File: src/rtl/complex_to_pixel_if.sv
// complex_to_pixel_if: request/result bundle for complex_to_pixel.
//   ZOOM_RECIPROCAL         unsigned 1/zoom, Q4.28
//   real_center/imag_center signed view centre, Q4.28
//   real_in/imag_in         signed point to map, Q4.28
//   in_valid/in_ready       request handshake
//   out_valid/out_ready     result handshake
//   x_out/y_out/in_view     pixel column/row and in-view flag
// master = requester side, slave = complex_to_pixel.
interface complex_to_pixel_if #(
  parameter int unsigned WORD_LENGTH = 32
);
  logic [31:0]            ZOOM_RECIPROCAL;
  logic [WORD_LENGTH-1:0] real_center;
  logic [WORD_LENGTH-1:0] imag_center;
  logic [WORD_LENGTH-1:0] real_in;
  logic [WORD_LENGTH-1:0] imag_in;
  logic                   in_valid;
  logic                   in_ready;
  logic                   out_valid;
  logic                   out_ready;
  logic [10:0]            x_out;
  logic [10:0]            y_out;
  logic                   in_view;

  modport master (
    output ZOOM_RECIPROCAL, real_center, imag_center, real_in, imag_in,
           in_valid, out_ready,
    input  in_ready, out_valid, x_out, y_out, in_view
  );

  modport slave (
    input  ZOOM_RECIPROCAL, real_center, imag_center, real_in, imag_in,
           in_valid, out_ready,
    output in_ready, out_valid, x_out, y_out, in_view
  );
endinterface

File: src/rtl/complex_to_pixel.sv
// complex_to_pixel: maps a Q4.28 complex point onto a screen pixel for the
// view defined by centre and 1/zoom (3 x 2 units at zoom 1). Constant
// latency: one setup cycle, two 11-cycle restoring divides, then DONE.
//   clk    single clock, rising edge
//   reset  synchronous, active-high
//   bus    complex_to_pixel_if.slave (request in, pixel result out)
module complex_to_pixel #(
  parameter int unsigned WORD_LENGTH   = 32,
  parameter int unsigned FRAC          = 28,
  parameter int unsigned SCREEN_WIDTH  = 640,
  parameter int unsigned SCREEN_HEIGHT = 480
) (
  input  logic                clk,
  input  logic                reset,
  complex_to_pixel_if.slave   bus
);

  localparam int unsigned WL = WORD_LENGTH;
  // Numerator dx*SCREEN_WIDTH stays below 2^(WL+11); one spare bit.
  localparam int unsigned NW = WL + 12;

  if (FRAC >= WL || SCREEN_WIDTH > 2048 || SCREEN_HEIGHT > 2048) begin : g_param_check
    $error("complex_to_pixel: unsupported parameter combination");
  end

  typedef enum logic [2:0] {IDLE, SETUP, DIV_X, DIV_Y, DONE} state_e;
  state_e state_q, state_d;

  logic [WL-1:0]        rin_q, iin_q, rc_q, ic_q;
  logic [31:0]          zr_q;
  logic [WL-1:0]        rw_q, ih_q;
  logic signed [WL:0]   dx_q, dy_q;
  logic [NW-1:0]        rem_q;
  logic [WL-1:0]        den_q;
  logic [10:0]          quo_q, qx_q;
  logic [3:0]           cnt_q;
  logic                 out_valid_q;
  logic [10:0]          x_q, y_q;
  logic                 in_view_q;
  logic                 in_ready_c;

  // Setup arithmetic on the latched request.
  logic [WL-1:0]        z_w, rw_c, ih_c;
  logic signed [WL-1:0] rmin_c, imax_c;
  logic signed [WL:0]   dx_c, dy_c;
  logic [NW-1:0]        numx_c, numy_c;

  always_comb begin
    z_w    = WL'(zr_q);
    rw_c   = z_w + (z_w << 1);
    ih_c   = z_w << 1;
    rmin_c = $signed(rc_q) - ($signed(rw_c) >>> 1);
    imax_c = $signed(ic_q) + ($signed(ih_c) >>> 1);
    dx_c   = $signed({rin_q[WL-1], rin_q}) - $signed({rmin_c[WL-1], rmin_c});
    dy_c   = $signed({imax_c[WL-1], imax_c}) - $signed({iin_q[WL-1], iin_q});
    numx_c = NW'(dx_c[WL-1:0]) * NW'(SCREEN_WIDTH);
    numy_c = NW'(dy_q[WL-1:0]) * NW'(SCREEN_HEIGHT);
  end

  // One restoring-divide step for quotient bit cnt_q. Out-of-view requests
  // still divide (garbage quotient is discarded by the clamp) to keep latency fixed.
  logic [NW-1:0] sub_c, rem_nx;
  logic [10:0]   quo_nx;

  always_comb begin
    sub_c  = NW'(den_q) << cnt_q;
    rem_nx = rem_q;
    quo_nx = quo_q;
    if (rem_q >= sub_c) begin
      rem_nx = rem_q - sub_c;
      quo_nx = quo_q | (11'd1 << cnt_q);
    end
  end

  // Clamp and view test; quo_q holds the y quotient once in DONE.
  logic [10:0] x_fin, y_fin;
  logic        xin_c, yin_c, inv_fin;

  always_comb begin
    x_fin = qx_q;
    y_fin = quo_q;
    xin_c = 1'b1;
    yin_c = 1'b1;
    if (dx_q[WL]) begin
      x_fin = '0;
      xin_c = 1'b0;
    end else if (dx_q >= $signed({1'b0, rw_q})) begin
      x_fin = 11'(SCREEN_WIDTH - 1);
      xin_c = 1'b0;
    end
    if (dy_q[WL]) begin
      y_fin = '0;
      yin_c = 1'b0;
    end else if (dy_q >= $signed({1'b0, ih_q})) begin
      y_fin = 11'(SCREEN_HEIGHT - 1);
      yin_c = 1'b0;
    end
    inv_fin = xin_c & yin_c;
    if (rw_q == '0 || ih_q == '0) begin
      x_fin   = '0;
      y_fin   = '0;
      inv_fin = 1'b0;
    end
  end

  always_comb begin
    state_d    = state_q;
    in_ready_c = 1'b0;
    case (state_q)
      IDLE: begin
        in_ready_c = 1'b1;
        if (bus.in_valid) state_d = SETUP;
      end
      SETUP:   state_d = DIV_X;
      DIV_X:   if (cnt_q == 4'd0) state_d = DIV_Y;
      DIV_Y:   if (cnt_q == 4'd0) state_d = DONE;
      DONE:    if (out_valid_q && bus.out_ready) state_d = IDLE;
      default: state_d = IDLE;
    endcase
  end

  always_ff @(posedge clk) begin
    if (reset) state_q <= IDLE;
    else       state_q <= state_d;
  end

  always_ff @(posedge clk) begin
    if (reset) begin
      rin_q <= '0; iin_q <= '0; rc_q <= '0; ic_q <= '0; zr_q <= '0;
      rw_q <= '0; ih_q <= '0; dx_q <= '0; dy_q <= '0;
      rem_q <= '0; den_q <= '0; quo_q <= '0; qx_q <= '0; cnt_q <= '0;
      out_valid_q <= 1'b0; x_q <= '0; y_q <= '0; in_view_q <= 1'b0;
    end else begin
      case (state_q)
        IDLE: begin
          if (bus.in_valid) begin
            rin_q <= bus.real_in;
            iin_q <= bus.imag_in;
            rc_q  <= bus.real_center;
            ic_q  <= bus.imag_center;
            zr_q  <= bus.ZOOM_RECIPROCAL;
          end
        end
        SETUP: begin
          rw_q  <= rw_c;
          ih_q  <= ih_c;
          dx_q  <= dx_c;
          dy_q  <= dy_c;
          rem_q <= numx_c;
          den_q <= rw_c;
          quo_q <= '0;
          cnt_q <= 4'd10;
        end
        DIV_X: begin
          if (cnt_q == 4'd0) begin
            qx_q  <= quo_nx;
            rem_q <= numy_c;
            den_q <= ih_q;
            quo_q <= '0;
            cnt_q <= 4'd10;
          end else begin
            rem_q <= rem_nx;
            quo_q <= quo_nx;
            cnt_q <= cnt_q - 4'd1;
          end
        end
        DIV_Y: begin
          rem_q <= rem_nx;
          quo_q <= quo_nx;
          if (cnt_q != 4'd0) cnt_q <= cnt_q - 4'd1;
        end
        DONE: begin
          // First DONE cycle registers the clamped result and raises
          // out_valid; the handshake can complete from the next cycle on.
          if (!out_valid_q) begin
            x_q         <= x_fin;
            y_q         <= y_fin;
            in_view_q   <= inv_fin;
            out_valid_q <= 1'b1;
          end else if (bus.out_ready) begin
            out_valid_q <= 1'b0;
          end
        end
        default: ;
      endcase
    end
  end

  assign bus.in_ready  = in_ready_c;
  assign bus.out_valid = out_valid_q;
  assign bus.x_out     = x_q;
  assign bus.y_out     = y_q;
  assign bus.in_view   = in_view_q;

endmodule

File: src/flat_wrapper.sv
// flat-port wrapper written by rule: the top's interface ports become plain ports
module complex_to_pixel_flat 
#(
  parameter int unsigned WORD_LENGTH   = 32,
  parameter int unsigned FRAC          = 28,
  parameter int unsigned SCREEN_WIDTH  = 640,
  parameter int unsigned SCREEN_HEIGHT = 480
)
  (clk, reset, bus_ZOOM_RECIPROCAL, bus_real_center, bus_imag_center, bus_real_in, bus_imag_in, bus_in_valid, bus_out_ready, bus_in_ready, bus_out_valid, bus_x_out, bus_y_out, bus_in_view);
  complex_to_pixel_if #(.WORD_LENGTH(WORD_LENGTH)) bus_i ();
  input  logic clk;
  input  logic reset;
  input wire logic [$bits(bus_i.ZOOM_RECIPROCAL)-1:0] bus_ZOOM_RECIPROCAL;
  input wire logic [$bits(bus_i.real_center)-1:0] bus_real_center;
  input wire logic [$bits(bus_i.imag_center)-1:0] bus_imag_center;
  input wire logic [$bits(bus_i.real_in)-1:0] bus_real_in;
  input wire logic [$bits(bus_i.imag_in)-1:0] bus_imag_in;
  input wire logic [$bits(bus_i.in_valid)-1:0] bus_in_valid;
  input wire logic [$bits(bus_i.out_ready)-1:0] bus_out_ready;
  output wire logic [$bits(bus_i.in_ready)-1:0] bus_in_ready;
  output wire logic [$bits(bus_i.out_valid)-1:0] bus_out_valid;
  output wire logic [$bits(bus_i.x_out)-1:0] bus_x_out;
  output wire logic [$bits(bus_i.y_out)-1:0] bus_y_out;
  output wire logic [$bits(bus_i.in_view)-1:0] bus_in_view;
  assign bus_i.ZOOM_RECIPROCAL = bus_ZOOM_RECIPROCAL;
  assign bus_i.real_center = bus_real_center;
  assign bus_i.imag_center = bus_imag_center;
  assign bus_i.real_in = bus_real_in;
  assign bus_i.imag_in = bus_imag_in;
  assign bus_i.in_valid = bus_in_valid;
  assign bus_i.out_ready = bus_out_ready;
  assign bus_in_ready = bus_i.in_ready;
  assign bus_out_valid = bus_i.out_valid;
  assign bus_x_out = bus_i.x_out;
  assign bus_y_out = bus_i.y_out;
  assign bus_in_view = bus_i.in_view;
  complex_to_pixel #(.WORD_LENGTH(WORD_LENGTH), .FRAC(FRAC), .SCREEN_WIDTH(SCREEN_WIDTH), .SCREEN_HEIGHT(SCREEN_HEIGHT)) u_core (.clk(clk), .reset(reset), .bus(bus_i));
endmodule
File: config.mk
export PLATFORM = sky130hd
export DESIGN_NAME = complex_to_pixel_flat
export DESIGN_NICKNAME = d
export VERILOG_FILES = /design/src/rtl/complex_to_pixel_if.sv /design/src/rtl/complex_to_pixel.sv /design/src/flat_wrapper.sv
export SDC_FILE = /design/constraint.sdc
export NUM_CORES = 2
export LEC_CHECK = 0
export CORE_AREA = 2 2 415 211
export DETAILED_ROUTE_END_ITERATION = 8
export DIE_AREA = 0 0 417 213
export PLACE_DENSITY_LB_ADDON = 0.12
export SLEW_MARGIN = 20
export SYNTH_ARGS = -nofsm -noshare
export SYNTH_HDL_FRONTEND = slang
export SYNTH_SLANG_ARGS = --single-unit
File: constraint.sdc
create_clock -name clk -period 8.5 [get_ports clk]
set_input_delay 1.7 -clock clk [delete_from_list [all_inputs] [get_ports clk]]
set_output_delay 1.7 -clock clk [all_outputs]
set_load 0.005 [all_outputs]
# After elaboration in Yosys (flattened, before gate mapping)
# Cells that the tools add are included.
[classes]
addsub = 7
mul = 2
n_lt_le_gt_ge = 3
eq_ne = 9
shift = 2
muxes = 30
bitwise = 3
reduce_logical = 15
[ops]
columns = ["op", "n"]
rows = [
  ["one-hot mux 44 bit (3 select lines)", 1],
  ["two-way mux 11 bit", 8],
  ["two-way mux 44 bit", 2],
  ["greater-or-equal comparator 33 bit", 2],
  ["subtractor 32 x 32 -> 33 bit", 2],
  ["zero test 32 bit", 2],
  ["one-hot mux 32 bit (2 select lines)", 1],
  ["greater-or-equal comparator 44 bit", 1],
  ["left shift 32 x 4 -> 44 bit", 1],
  ["subtractor 44 bit", 1],
  ["multiplier 32 x 4 -> 36 bit, second input constant", 1],
  ["multiplier 32 x 3 -> 35 bit, second input constant", 1],
  ["one-hot mux 11 bit (3 select lines)", 1],
  ["adder 32 x 31 -> 32 bit", 1],
  ["adder 32 bit", 1],
  ["two-way mux 32 bit", 1],
  ["subtractor 32 x 31 -> 32 bit", 1],
  ["one-hot mux 3 bit (5 select lines)", 1],
  ["two-way mux 3 bit", 4],
  ["one-hot mux 4 bit (3 select lines)", 1],
  ["OR 11 bit", 1],
  ["left shift 1 x 4 -> 11 bit, first input constant", 1],
  ["AND reduction 2 bit", 5],
  ["two-way mux 1 bit", 8],
  ["other kinds (17)", 22],
]
[word_totals]
register_bits = 418
in_bits = 164
out_inout_bits = 25
word_cells = 90

# Longest topological paths before layout
[logic_depth]
word_depth = 5
mapped_depth = 45
ltp_nobuf = 45

# Worst setup path before layout
# No wires, ideal clock.
[synth_timing]
path_kind = "register to register"
startpoint = "register u_core.zr_q[1], in the netlist u_core.z_w[1]"
endpoint = "register u_core.rem_q[39]"
setup_ns = 0.145
arrival_time_ns = 8.817
required_ns = 8.355
path_slack_ns = -0.462
path_stages_with_launch = 41
path_buffers = 0
cell_sequence = "dfxtp_1 > ha_1 > fa_1 > a211oi_1 > nor2_1 > o21a_1 > nor2_1 > xnor2_1 > inv_1 > ha_1 > a2111o_1 > o32a_1 > maj3_1 > a21o_2 > o31a_2 > a2111oi_0 > nor4_1 > maj3_1 > [5 not listed] > a21oi_1 > o21ai_1 > or2_2 > a21o_1 > a21oi_1 > xnor2_1 > ha_1 > ha_1 > or3_1 > o21ai_0 > a31oi_1 > a41o_1 > o21ai_0 > nand2b_1 > a21oi_1 > xnor3_1 > o221ai_1 > o311ai_0"
[synth_via]
elab_chain_cells = 5
[synth_lines]
columns = ["element", "line_no", "source"]
rows = [
  ["from (decl)", "complex_to_pixel.sv:30", "logic [31:0] zr_q;"],
  ["from (signal assigned)", "complex_to_pixel.sv:141", "zr_q <= bus.ZOOM_RECIPROCAL;"],
  ["adder 32 bit", "complex_to_pixel.sv:50", "rw_c = z_w + (z_w << 1);"],
  ["subtractor 32 x 31 -> 32 bit", "complex_to_pixel.sv:52", "rmin_c = $signed(rc_q) - ($signed(rw_c) >>> 1);"],
  ["subtractor 32 x 32 -> 33 bit", "complex_to_pixel.sv:54", "dx_c = $signed({rin_q[WL-1], rin_q}) - $signed({rmin_c[WL-1], rmin_c});"],
  ["named net u_core.dx_c[26]", "complex_to_pixel.sv:45", "logic signed [WL:0] dx_c, dy_c;"],
  ["multiplier 32 x 3 -> 35 bit", "complex_to_pixel.sv:56", "numx_c = NW'(dx_c[WL-1:0]) * NW'(SCREEN_WIDTH);"],
  ["one-hot mux 44 bit (3 select lines)", "complex_to_pixel.sv:134", "case (state_q)"],
  ["to (signal assigned)", "complex_to_pixel.sv:149", "rem_q <= numx_c;"],
  ["to (signal assigned)", "complex_to_pixel.sv:157", "rem_q <= numy_c;"],
  ["to (signal assigned)", "complex_to_pixel.sv:162", "rem_q <= rem_nx;"],
  ["to (decl)", "complex_to_pixel.sv:33", "logic [NW-1:0] rem_q;"],
]
# The timed path passes the listed nets, and every way through them passes these cells.
# A chain may end at the register's enable or synchronous reset.

# Final worst setup path
# Same ends and word-level chain as after synthesis.

==> metrics <==
# nets final=roughly 5000; Worst EP required=just under 9 ns; Final Cycle Share=0.996; combinational power share=0.760; post-route DRC violation count=0; Critical R2R Capture=u_core.rem_q[39]; Post-synth EDFFs=0; number of I/O port buffers=188; count of distinct cell types in the synthesized netlist=a little under 100; Die H=approximately 210 um; Routed wire per std cell=22.7 um; status=completed; Yosys reg bits=~420; # rows=between 70 and 80; Core ar.=85300 sq um; asr flop ratio synth=0; H-tree levels=2; Seq pwr share=0.135; wirelength, routed=130000 um; total of max-cap violations=0; PwrDens=approximately 500 nW/um^2; Num CTS Buffers=between 40 and 50; post-synth top area share=0.253; CP top delay family=compound AO/OA/AOI/OAI gates; Congestion Overflow GR=0; Internal=9.33 mW; Die X=417 um; measured slew at the worst slew-check pin=1.24 ns; setup violators final=0; global placer's final weighted congestion=between 1 and 1.5; clock tree root buffer cell=clkbuf_16; Layout Skew=0.0289 ns; P_leak=16.9 nW; DP Cell Count=between 5000 and 6000; RR Startpoint=u_core.z_w[1]; fin crit period=between 8 and 9 ns; critical path class=reg -> reg; Fmax=between 100 and 150 MHz; hold_buf cts=0; top_reg_cell synth=dfxtp_1; reg2reg setup slack=0.03 ns; crit start category=flip-flop; synth top area cells=dfxtp_1 (25%), ha_1 (13%), nand2_1 (8.8%); Crit path largest cell delay=around 0.37 ns; Post-synth top cells=nand2_1 (778), a21oi_1 (557), dfxtp_1 (417); vias=32300; Total Routing Usage GR=0.289; Net Count, Synth=4863; Rel. slew slack=0.165; Mapped Area=around 33000 sq um; Reg2Reg Depth=40; switching portion of total power=0.525; Finished Cell Area=between 30000 and 40000 sq um; clk slew on worst S/H paths=~0.080 ns; top cell type by total area after synthesis=dfxtp_1; clock power share=0.106; RSZ-0062 raised after global routing=yes; Final Max Tran Viols=0; cell depth of the worst hold path=2; number of fill cells=about 8600; starting density of the core=0.387; CP Buf/Inv Count=1; largest net degree at the start of global routing=175; Crit. End Element=flip-flop; final antenna-violating net count=0; CTS tree=built; Starting DRT DRC Count=~3400; Ys Warns=0; Clk Latency, worst-skew pair=a little over 0.6 ns; Slowest-stage cell, CP=dfxtp_4; maximum VDD drop=roughly 720 uV; Clock Path Buffers=3; area post-placement=approximately 37000 sq um; Hold Path Origin=u_core.bus.x_out[5]; die area=just under 90000 sq um; Worst setup endpoint=u_core.rem_q[39]; NetSw=approximately 10 mW; sequential-to-total area share from yosys stat=0.253; crit path DAT=8.92 ns; vias in the first global route=29800; Layout Cells excl Fill=approximately 5700; Critical Path Source=u_core.z_w[1]; Via density=5.65; crit path max fanout=4; Gate Count Post-Synth=between 4000 and 5000; layout cells sized above 1=0.105; global-route wire length before repair=approximately 190000 um; top-count cell post-synth=nand2_1; Ports=between 150 and 200; worst hold path type=reg -> reg; Post-DP HPWL=roughly 100000 um; drt first pass iters=6; Avg Cell Area, Syn=roughly 7.7 sq um; Area Growth Syn to Fin=19.2%; initial antenna violation count=6; Final Hold Viols=0; clock tree sinks=417; WP depth=40
## cells in the final DEF, fill, tap and decap left out, types with 28 or more instances in the layout
master           synthesis  final
buf_4                    0    234
nand2_1                778    775
nand2b_1                47     47
fa_1                    68     67
nor3_1                  58     58
dfxtp_1                417    415
clkdlybuf4s50_1          0    187
nand3_1                 52     51
nor2b_1                 39     39
a21o_1                 127    127
inv_1                  216    215
a31oi_1                 37     34
xor2_1                  78     74
o21ai_0                215    201
o21a_1                  38     38
a21oi_1                557    537
xnor2_1                165    157
o21bai_1                47     46
a211oi_1                40     37
mux2i_1                 37     35
nor2_1                 289    276
ha_1                   348    341
o211ai_1                28     28
nand4_1                 37     37
clkbuf_16                0     43
## state kept, by name, summed over array words and instances (netlist names)
| name | cells |
|---|---|
| u_core.rem_q | 44 |
| u_core.dx_q | 33 |
| u_core.dy_q | 33 |
| u_core.den_q | 32 |
| u_core.ic_q | 32 |
| u_core.iin_q | 32 |
| u_core.rc_q | 32 |
| u_core.rin_q | 32 |
| u_core.rw_q | 32 |
| u_core.z_w | 32 |
| u_core.ih_q | 30 |
| u_core.bus.x_out | 11 |
| u_core.bus.y_out | 11 |
| u_core.quo_q | 11 |
| u_core.qx_q | 11 |
| u_core.cnt_q | 4 |
| u_core.state_q | 3 |
| u_core.bus.in_view | 1 |
| u_core.bus.out_valid | 1 |
## worst reg2reg max path: cells and delay by family, from the launching register on
family	cells	cell delay [ns]
compound gates	19	3.78
fa+ha+maj	8	2.11
simple gates	8	1.28
xor+xnor	4	0.67
flops	1	0.37
buf+inv	1	0.10
## cells by family (layout without fill, tap and decap cells)
logic type               count (synthesis)  in the layout  share of synthesized area
AND/OR/NAND/NOR                       1426           1426                      0.187
AO/OA/AOI/OAI                         1287           1287                      0.241
adder cells (fa/ha/maj)                426            426                      0.176
flip-flops                             417            417                      0.253
buffers and inverters                  416            719                     0.0487
XOR/XNOR                               245            245                     0.0656
multiplexers                            66             66                     0.0293
other                                    0              3                          0
## how the worst min path moves through the flow
stage	slack (ns)	to
after CTS	0.46	u_core.bus.x_out[5]
after detailed placement	0.45	u_core.bus.x_out[5]
final	0.46	u_core.bus.x_out[5]
after global routing	0.47	u_core.iin_q[6]
after global placement	0.44	u_core.bus.x_out[2]
after floorplan	0.44	u_core.qx_q[10]
## power groups by stage
stage	Clock [mW]	Combinational (mW)	Sequential, mW
after CTS	2.12	13.9	2.63
final	2.08	14.9	2.64
after floorplan	0	8.20	2.49
after detailed placement	0	13.6	2.67
after global placement	0	13.6	2.67
after global routing	2.19	15.9	2.68
## area by class of cell
type / instances / area (sq um) / share of cell area
multi-input combinational: 3450 / 23600 / 0.599
sequential: 417 / 8350 / 0.212
timing repair buffer: 426 / 3710 / 0.0944
tap: 1131 / 1420 / 0.0359
clock buffer: 54 / 1200 / 0.0304
inverter: 218 / 818 / 0.0208
clock inverter: 21 / 263 / 0.00667
antenna: 3 / 7.51 / 0.000191
## repair_timing
item	4_1_cts	5_1_grt
pin swaps	46	53
setup buffers	11	10
resized for setup	37	50
gates cloned	0	0
setup endpoints to repair	6	17
## per-stage QoR
stage | TNS, ns | worst slack [ns] | utilization | total power [mW] | hold slack, ns
after floorplan | -0.0423 | -0.0423 | - | 10.7 | 0.436
final | 0 | 0.0298 | 0.462 | 19.6 | 0.456
after detailed placement | -1.16 | -0.317 | 0.438 | 16.2 | 0.451
after global routing | -2.16 | -0.405 | 0.461 | 20.8 | 0.473
after CTS | -0.0414 | -0.0414 | 0.458 | 18.7 | 0.460
after global placement | -0.837 | -0.239 | 0.438 | 16.3 | 0.443
## per-layer routing
layer | wire [um] | part of all wire | up-vias | track usage
met2 | 45700 | 0.35 | 1186 | 0.364
met3 | 15600 | 0.12 | 103 | 0.115
li1 | - | - | 15600 | -
met4 | 1440 | 0.011 | 4 | 0.0374
met1 | 67000 | 0.52 | 15400 | 0.452
met5 | 242 | 0.0019 | - | 0.0186
Power figures use the tool's default switching activity.
